===== src/rtl/read_channel_distributor_if.sv =====
// Stream bundle between the SRAM read path and the per-port output lanes.
// The master drives the input stream and the lane ready signals. The slave is the distributor.
interface read_channel_distributor_if #(
  parameter int num_of_ports       = 16,
  parameter int arbiter_data_width = 64,
  parameter int des_port_width     = 4
);
  logic                                      in_valid;
  logic                                      in_sop;
  logic                                      in_eop;
  logic [arbiter_data_width-1:0]             in_data;
  logic [des_port_width-1:0]                 in_des_port;
  logic                                      in_ready;
  logic [num_of_ports-1:0]                   out_valid;
  logic [num_of_ports-1:0]                   out_eop;
  logic [arbiter_data_width*num_of_ports-1:0] out_data;
  logic [num_of_ports-1:0]                   out_ready;

  modport master (
    output in_valid, in_sop, in_eop, in_data, in_des_port, out_ready,
    input  in_ready, out_valid, out_eop, out_data
  );

  modport slave (
    input  in_valid, in_sop, in_eop, in_data, in_des_port, out_ready,
    output in_ready, out_valid, out_eop, out_data
  );
endinterface


===== src/rtl/read_channel_distributor.sv =====
// Routes each packet of the tagged read stream to the lane locked at start-of-packet.
// The lanes are fed through one registered valid/ready stage.
module read_channel_distributor #(
  parameter int num_of_ports       = 16,
  parameter int arbiter_data_width = 64,
  parameter int des_port_width     = 4
) (
  input  logic                      clk,
  input  logic                      rst,
  read_channel_distributor_if.slave bus,
  output logic                      busy,
  output logic [des_port_width-1:0] active_port,
  output logic [7:0]                drop_cnt
);

  typedef enum logic [0:0] {IDLE = 1'b0, XFER = 1'b1} state_t;

  state_t                        state_q, state_d;
  logic [des_port_width-1:0]     lk_port_q, lk_port_d;
  logic                          ov_q, ov_d;
  logic [arbiter_data_width-1:0] word_q, word_d;
  logic [des_port_width-1:0]     reg_port_q, reg_port_d;
  logic                          reg_eop_q, reg_eop_d;
  logic [7:0]                    drop_cnt_q, drop_cnt_d;

  logic accept;
  logic drain;
  logic load;
  logic drop;

  // Pass-through ready: a draining register can take a new word in the same cycle.
  assign drain        = ov_q && bus.out_ready[reg_port_q];
  assign bus.in_ready = !ov_q || bus.out_ready[reg_port_q];
  assign accept       = bus.in_valid && bus.in_ready;
  assign load         = accept && (bus.in_sop || (state_q == XFER));
  assign drop         = accept && !bus.in_sop && (state_q == IDLE);

  // FSM state and port lock register
  always_ff @(posedge clk) begin
    if (rst) begin
      state_q   <= IDLE;
      lk_port_q <= {des_port_width{1'b0}};
    end else begin
      state_q   <= state_d;
      lk_port_q <= lk_port_d;
    end
  end

  // FSM next state; a sop always relocks, even mid-packet
  always_comb begin
    state_d   = state_q;
    lk_port_d = lk_port_q;
    case (state_q)
      IDLE: begin
        if (accept && bus.in_sop) begin
          lk_port_d = bus.in_des_port;
          state_d   = bus.in_eop ? IDLE : XFER;
        end else begin
          state_d = IDLE;
        end
      end
      XFER: begin
        if (accept && bus.in_sop) begin
          lk_port_d = bus.in_des_port;
          state_d   = bus.in_eop ? IDLE : XFER;
        end else if (accept && bus.in_eop) begin
          state_d = IDLE;
        end else begin
          state_d = XFER;
        end
      end
      default: begin
        state_d   = IDLE;
        lk_port_d = {des_port_width{1'b0}};
      end
    endcase
  end

  // FSM status outputs
  always_comb begin
    busy        = (state_q == XFER) || ov_q;
    active_port = (state_q == XFER) ? lk_port_q : {des_port_width{1'b0}};
    drop_cnt    = drop_cnt_q;
  end

  // Output register and drop counter next-state
  always_comb begin
    ov_d       = ov_q;
    word_d     = word_q;
    reg_port_d = reg_port_q;
    reg_eop_d  = reg_eop_q;
    drop_cnt_d = drop_cnt_q;
    if (load) begin
      ov_d       = 1'b1;
      word_d     = bus.in_data;
      reg_port_d = bus.in_sop ? bus.in_des_port : lk_port_q;
      reg_eop_d  = bus.in_eop;
    end else if (drain) begin
      ov_d = 1'b0;
    end else begin
      ov_d = ov_q;
    end
    if (drop && (drop_cnt_q != 8'hFF)) begin
      drop_cnt_d = drop_cnt_q + 8'd1;
    end else begin
      drop_cnt_d = drop_cnt_q;
    end
  end

  // Output register and drop counter state
  always_ff @(posedge clk) begin
    if (rst) begin
      ov_q       <= 1'b0;
      word_q     <= {arbiter_data_width{1'b0}};
      reg_port_q <= {des_port_width{1'b0}};
      reg_eop_q  <= 1'b0;
      drop_cnt_q <= 8'd0;
    end else begin
      ov_q       <= ov_d;
      word_q     <= word_d;
      reg_port_q <= reg_port_d;
      reg_eop_q  <= reg_eop_d;
      drop_cnt_q <= drop_cnt_d;
    end
  end

  // Lane decode of the output register; only lane reg_port is ever non-zero
  always_comb begin
    bus.out_valid = {num_of_ports{1'b0}};
    bus.out_eop   = {num_of_ports{1'b0}};
    bus.out_data  = {(arbiter_data_width*num_of_ports){1'b0}};
    for (int i = 0; i < num_of_ports; i++) begin
      if (reg_port_q == des_port_width'(i)) begin
        bus.out_valid[i]                                     = ov_q;
        bus.out_eop[i]                                       = ov_q && reg_eop_q;
        bus.out_data[i*arbiter_data_width +: arbiter_data_width] = word_q;
      end else begin
        bus.out_valid[i]                                     = 1'b0;
        bus.out_eop[i]                                       = 1'b0;
        bus.out_data[i*arbiter_data_width +: arbiter_data_width] = {arbiter_data_width{1'b0}};
      end
    end
  end

endmodule


===== src/flat_wrapper.sv =====
// flat-port wrapper written by rule: the top's interface ports become plain ports
module read_channel_distributor_flat 
#(
  parameter int num_of_ports       = 16,
  parameter int arbiter_data_width = 64,
  parameter int des_port_width     = 4
)
  (clk, rst, busy, active_port, drop_cnt, bus_in_valid, bus_in_sop, bus_in_eop, bus_in_data, bus_in_des_port, bus_out_ready, bus_in_ready, bus_out_valid, bus_out_eop, bus_out_data);
  read_channel_distributor_if #(.num_of_ports(num_of_ports), .arbiter_data_width(arbiter_data_width), .des_port_width(des_port_width)) bus_i ();
  input  logic clk;
  input  logic rst;
  output logic busy;
  output logic [des_port_width-1:0] active_port;
  output logic [7:0] drop_cnt;
  input wire logic [$bits(bus_i.in_valid)-1:0] bus_in_valid;
  input wire logic [$bits(bus_i.in_sop)-1:0] bus_in_sop;
  input wire logic [$bits(bus_i.in_eop)-1:0] bus_in_eop;
  input wire logic [$bits(bus_i.in_data)-1:0] bus_in_data;
  input wire logic [$bits(bus_i.in_des_port)-1:0] bus_in_des_port;
  input wire logic [$bits(bus_i.out_ready)-1:0] bus_out_ready;
  output wire logic [$bits(bus_i.in_ready)-1:0] bus_in_ready;
  output wire logic [$bits(bus_i.out_valid)-1:0] bus_out_valid;
  output wire logic [$bits(bus_i.out_eop)-1:0] bus_out_eop;
  output wire logic [$bits(bus_i.out_data)-1:0] bus_out_data;
  assign bus_i.in_valid = bus_in_valid;
  assign bus_i.in_sop = bus_in_sop;
  assign bus_i.in_eop = bus_in_eop;
  assign bus_i.in_data = bus_in_data;
  assign bus_i.in_des_port = bus_in_des_port;
  assign bus_i.out_ready = bus_out_ready;
  assign bus_in_ready = bus_i.in_ready;
  assign bus_out_valid = bus_i.out_valid;
  assign bus_out_eop = bus_i.out_eop;
  assign bus_out_data = bus_i.out_data;
  read_channel_distributor #(.num_of_ports(num_of_ports), .arbiter_data_width(arbiter_data_width), .des_port_width(des_port_width)) u_core (.clk(clk), .rst(rst), .bus(bus_i), .busy(busy), .active_port(active_port), .drop_cnt(drop_cnt));
endmodule

===== config.mk =====
export PLATFORM = sky130hd
export DESIGN_NAME = read_channel_distributor_flat
export DESIGN_NICKNAME = d
export VERILOG_FILES = /design/src/rtl/read_channel_distributor_if.sv /design/src/rtl/read_channel_distributor.sv /design/src/flat_wrapper.sv
export SDC_FILE = /design/constraint.sdc
export NUM_CORES = 1
export LEC_CHECK = 0
export ABC_CLOCK_PERIOD_IN_PS = 2500
export BUFFER_PORTS_ARGS = -buffer_cell sky130_fd_sc_hd__buf_2
export CORE_AREA = 2 2 448 450
export CTS_CLUSTER_DIAMETER = 120
export DETAILED_ROUTE_END_ITERATION = 8
export DIE_AREA = 0 0 450 452
export PLACE_DENSITY = 0.3
export SETUP_SLACK_MARGIN = 0.3
export SLEW_MARGIN = 20
export SYNTH_ARGS = -nofsm -noshare
export SYNTH_HDL_FRONTEND = slang
export SYNTH_SLANG_ARGS = --single-unit

===== constraint.sdc =====
create_clock -name clk -period 2.5 [get_ports clk]
set_input_delay 0.5 -clock clk [delete_from_list [all_inputs] [get_ports clk]]
set_output_delay 0.5 -clock clk [all_outputs]
set_load 0.01 [all_outputs]

==> results.json <==
{
  "gp_congestion": 0.751,
  "hold_viol": 0,
  "final_core_util_pct": 13.5,
  "synth_area_leader_cell": "and2_1",
  "cp_max_fo": 8,
  "die_h_um": 452,
  "yosysUniqueCellTypes": 38,
  "place_ws_ns": -0.0530,
  "rrSetupSlack_ns": -0.03,
  "fp.coreArea_sq_mm": 0.199,
  "tritoncts": "built",
  "post-synth-top-area-fraction_pct": 61.1,
  "synth-async-reset-ratio_pct": 0,
  "crit_required_ns": 2.00,
  "yosys_warnings": 0,
  "gr-usage-all-layers_pct": 10.4,
  "htree_levels": 3,
  "met1_usage_pct": 12.4,
  "drv_cap": 0,
  "critPathLaunchType": "flip-flop",
  "tightest_slew_ns": 0.850,
  "grt_pass1_wl_mm": 143,
  "io_pins": 1159,
  "fin_skew_ns": 0.0166,
  "antenna_found_initial": 31,
  "rows": 164,
  "clk_pin_slew_ns": 0.08,
  "grt-ovfl-total": 0,
  "clock-sinks": 83,
  "ys.flop_type": "dfxtp_1",
  "syn_nets": 1676,
  "status": "finished, violations left",
  "clockRootBuffer": "clkbuf_16",
  "leakage_uw": 0.0136,
  "cp_data_arrival_time_ns": 2.10,
  "max_freq_mhz": 384,
  "min_period_over_period_pct": 104,
  "grt_pass1_vias": 14715,
  "syn_area_sq_mm": 0.0107,
  "rsz0062_at_grt": "true",
  "vias": 16221,
  "worstSetupPathType": "reg -> out",
  "fin_nets": 2913,
  "max_slew_margin_pct": 43.1,
  "routedWlPerCell_um": 23.1,
  "power.density_mw_per_mm2": 214,
  "synth_cells": 1586,
  "min_period_ns": 2.60,
  "die_area_sq_mm": 0.203,
  "drive_gt1_share_pct": 62.1,
  "drcViolationCount": 0,
  "drtIter0Drc": 1181,
  "grt_use_met2_pct": 19.4,
  "peakVddDrop_uv": 397,
  "dp_hpwl_mm": 80.6,
  "initial_core_util_pct": 5.39,
  "cts_buffers": 9,
  "routed_wl_mm": 127,
  "grt_start_max_net_pins": 78,
  "clock_path_buffers": 2,
  "synthTopCellsByArea": "and2_1 (61%), dfxtp_1 (16%), clkbuf_1 (6.7%)",
  "die_x_um": 450,
  "synth-edff-count": 0,
  "grtUsageMet3_pct": 1.49,
  "ys_seq_elements": 83,
  "seq_area_frac_synth_pct": 15.5,
  "final_cell_mix": "buf_2 (879), and2_1 (781), buf_6 (295)",
  "layout_commonest_cell": "buf_2",
  "grt_most_used_layer": "met2",
  "io_buffers": 1158,
  "routed_via_density": 2.94,
  "maxSlewViolCount": 0,
  "violations": "setup timing",
  "hp-class": "in -> reg",
  "post_synth.cell_area_avg_sq_um": 6.75,
  "dr.pass1.iters": 5,
  "clkLatencyLatePin_ns": 0.43,
  "cp-end-kind": "output pin",
  "whs_ns": 0.304,
  "area.growth.synth_to_final_pct": 150,
  "setup_violations": 477,
  "timing.final.ws_setup_ns": -0.102,
  "antenna_left": 0,
  "cts_hold_buf": 0
}
[path summary, 6_finish.rpt]
check / from / end / cells after the start
max: u_core.reg_port_q[1] / bus_out_data[286] / 9
min: bus_in_data[19] / u_core.word_q[19] / 3
max reg2reg: u_core.reg_port_q[0] / u_core.drop_cnt[5] / 9
min reg2reg: u_core.lk_port_q[1] / u_core.lk_port_q[1] / 2
[cells by family (layout without fill, tap and decap cells)]
| group | Yosys count | count (layout) | share of synthesized area, % |
|---|---|---|---|
| compound gates | 28 | 28 | 1.72 |
| fa+ha+maj | 1 | 1 | 0.117 |
| buf+inv | 206 | 1448 | 7.68 |
| flops | 83 | 83 | 15.5 |
| mux | 78 | 78 | 7.76 |
| other cells | 0 | 26 | 0 |
| simple gates | 1190 | 1190 | 67.2 |
[metrics by stage]
step                instances  instance area, sq um  setup TNS (ns)  power (uW)
finish                   5510                 26700          -17.35        5710
global route             5494                 26700         -100.62        5990
CTS                      5410                 23000          -45.00        5390
detailed placement       5311                 20400          -0.644        3330
global placement         5311                 20400          -0.243        3330
floorplan                1586                 10700               0        2200
[where the power goes]
group	switching (uW)	total, uW	internal, uW
registers	158	1560	1400
clock network	772	1480	709
logic	1550	2670	1130
[area by class of cell]
| type | count | area [sq um] |
|---|---|---|
| repair buffers | 1431 | 12200 |
| multi-input cells | 1297 | 9110 |
| diodes | 26 | 65.1 |
| clock buffers | 9 | 225 |
| well taps | 2656 | 3320 |
| fillers | 23019 | 172000 |
| flip-flops and latches | 83 | 1680 |
| inverters | 1 | 3.75 |
| clock inverters | 7 | 76.3 |
[worst max-delay path, cell delays in order (launching register included)]
cell and delay (ns):
dfxtp_4 0.38, buf_12 0.15, buf_8 0.12, nor3_4 0.20, buf_6 0.14, buf_12 0.15, buf_6 0.13, buf_16 0.14
and2_4 0.15, buf_6 0.10
[synth_stat cells, types with 2 or more instances]
library cell / n
and2_1: 1045
clkbuf_1: 191
nor2_1: 86
dfxtp_1: 83
mux2i_1: 71
and3_1: 18
nand2_1: 10
nor3_1: 9
a21oi_1: 8
o21ai_0: 7
buf_4: 6
nor2b_1: 5
a211oi_1: 4
mux2_2: 4
nand2b_1: 4
buf_2: 3
buf_6: 3
nand3_1: 3
nand4_1: 3
a311oi_1: 2
a31oi_1: 2
buf_1: 2
mux4_1: 2
[state kept, by name, summed over array words and instances, names as in the netlist]
register,flops
u_core.ov_q,1
u_core.word_q,64
u_core.lk_port_q,4
u_core.state_q,1
u_core.drop_cnt,8
u_core.reg_eop_q,1
u_core.reg_port_q,4
[per-layer routing]
| metal | share of wire [%] | up-vias |
|---|---|---|
| li1 | - | 7327 |
| met1 | 39 | 7969 |
| met2 | 53 | 820 |
| met3 | 5.4 | 105 |
| met4 | 2.1 | 0 |
| met5 | 0 | - |
[repair_timing]
action	CTS	global route
gates resized for setup	199	542
gates cloned	32	46
pin swaps	13	15
hold endpoints to repair	0	0
endpoints found under the setup margin	1135	1137
setup buffers	51	28
Power figures use the tool's default switching activity.
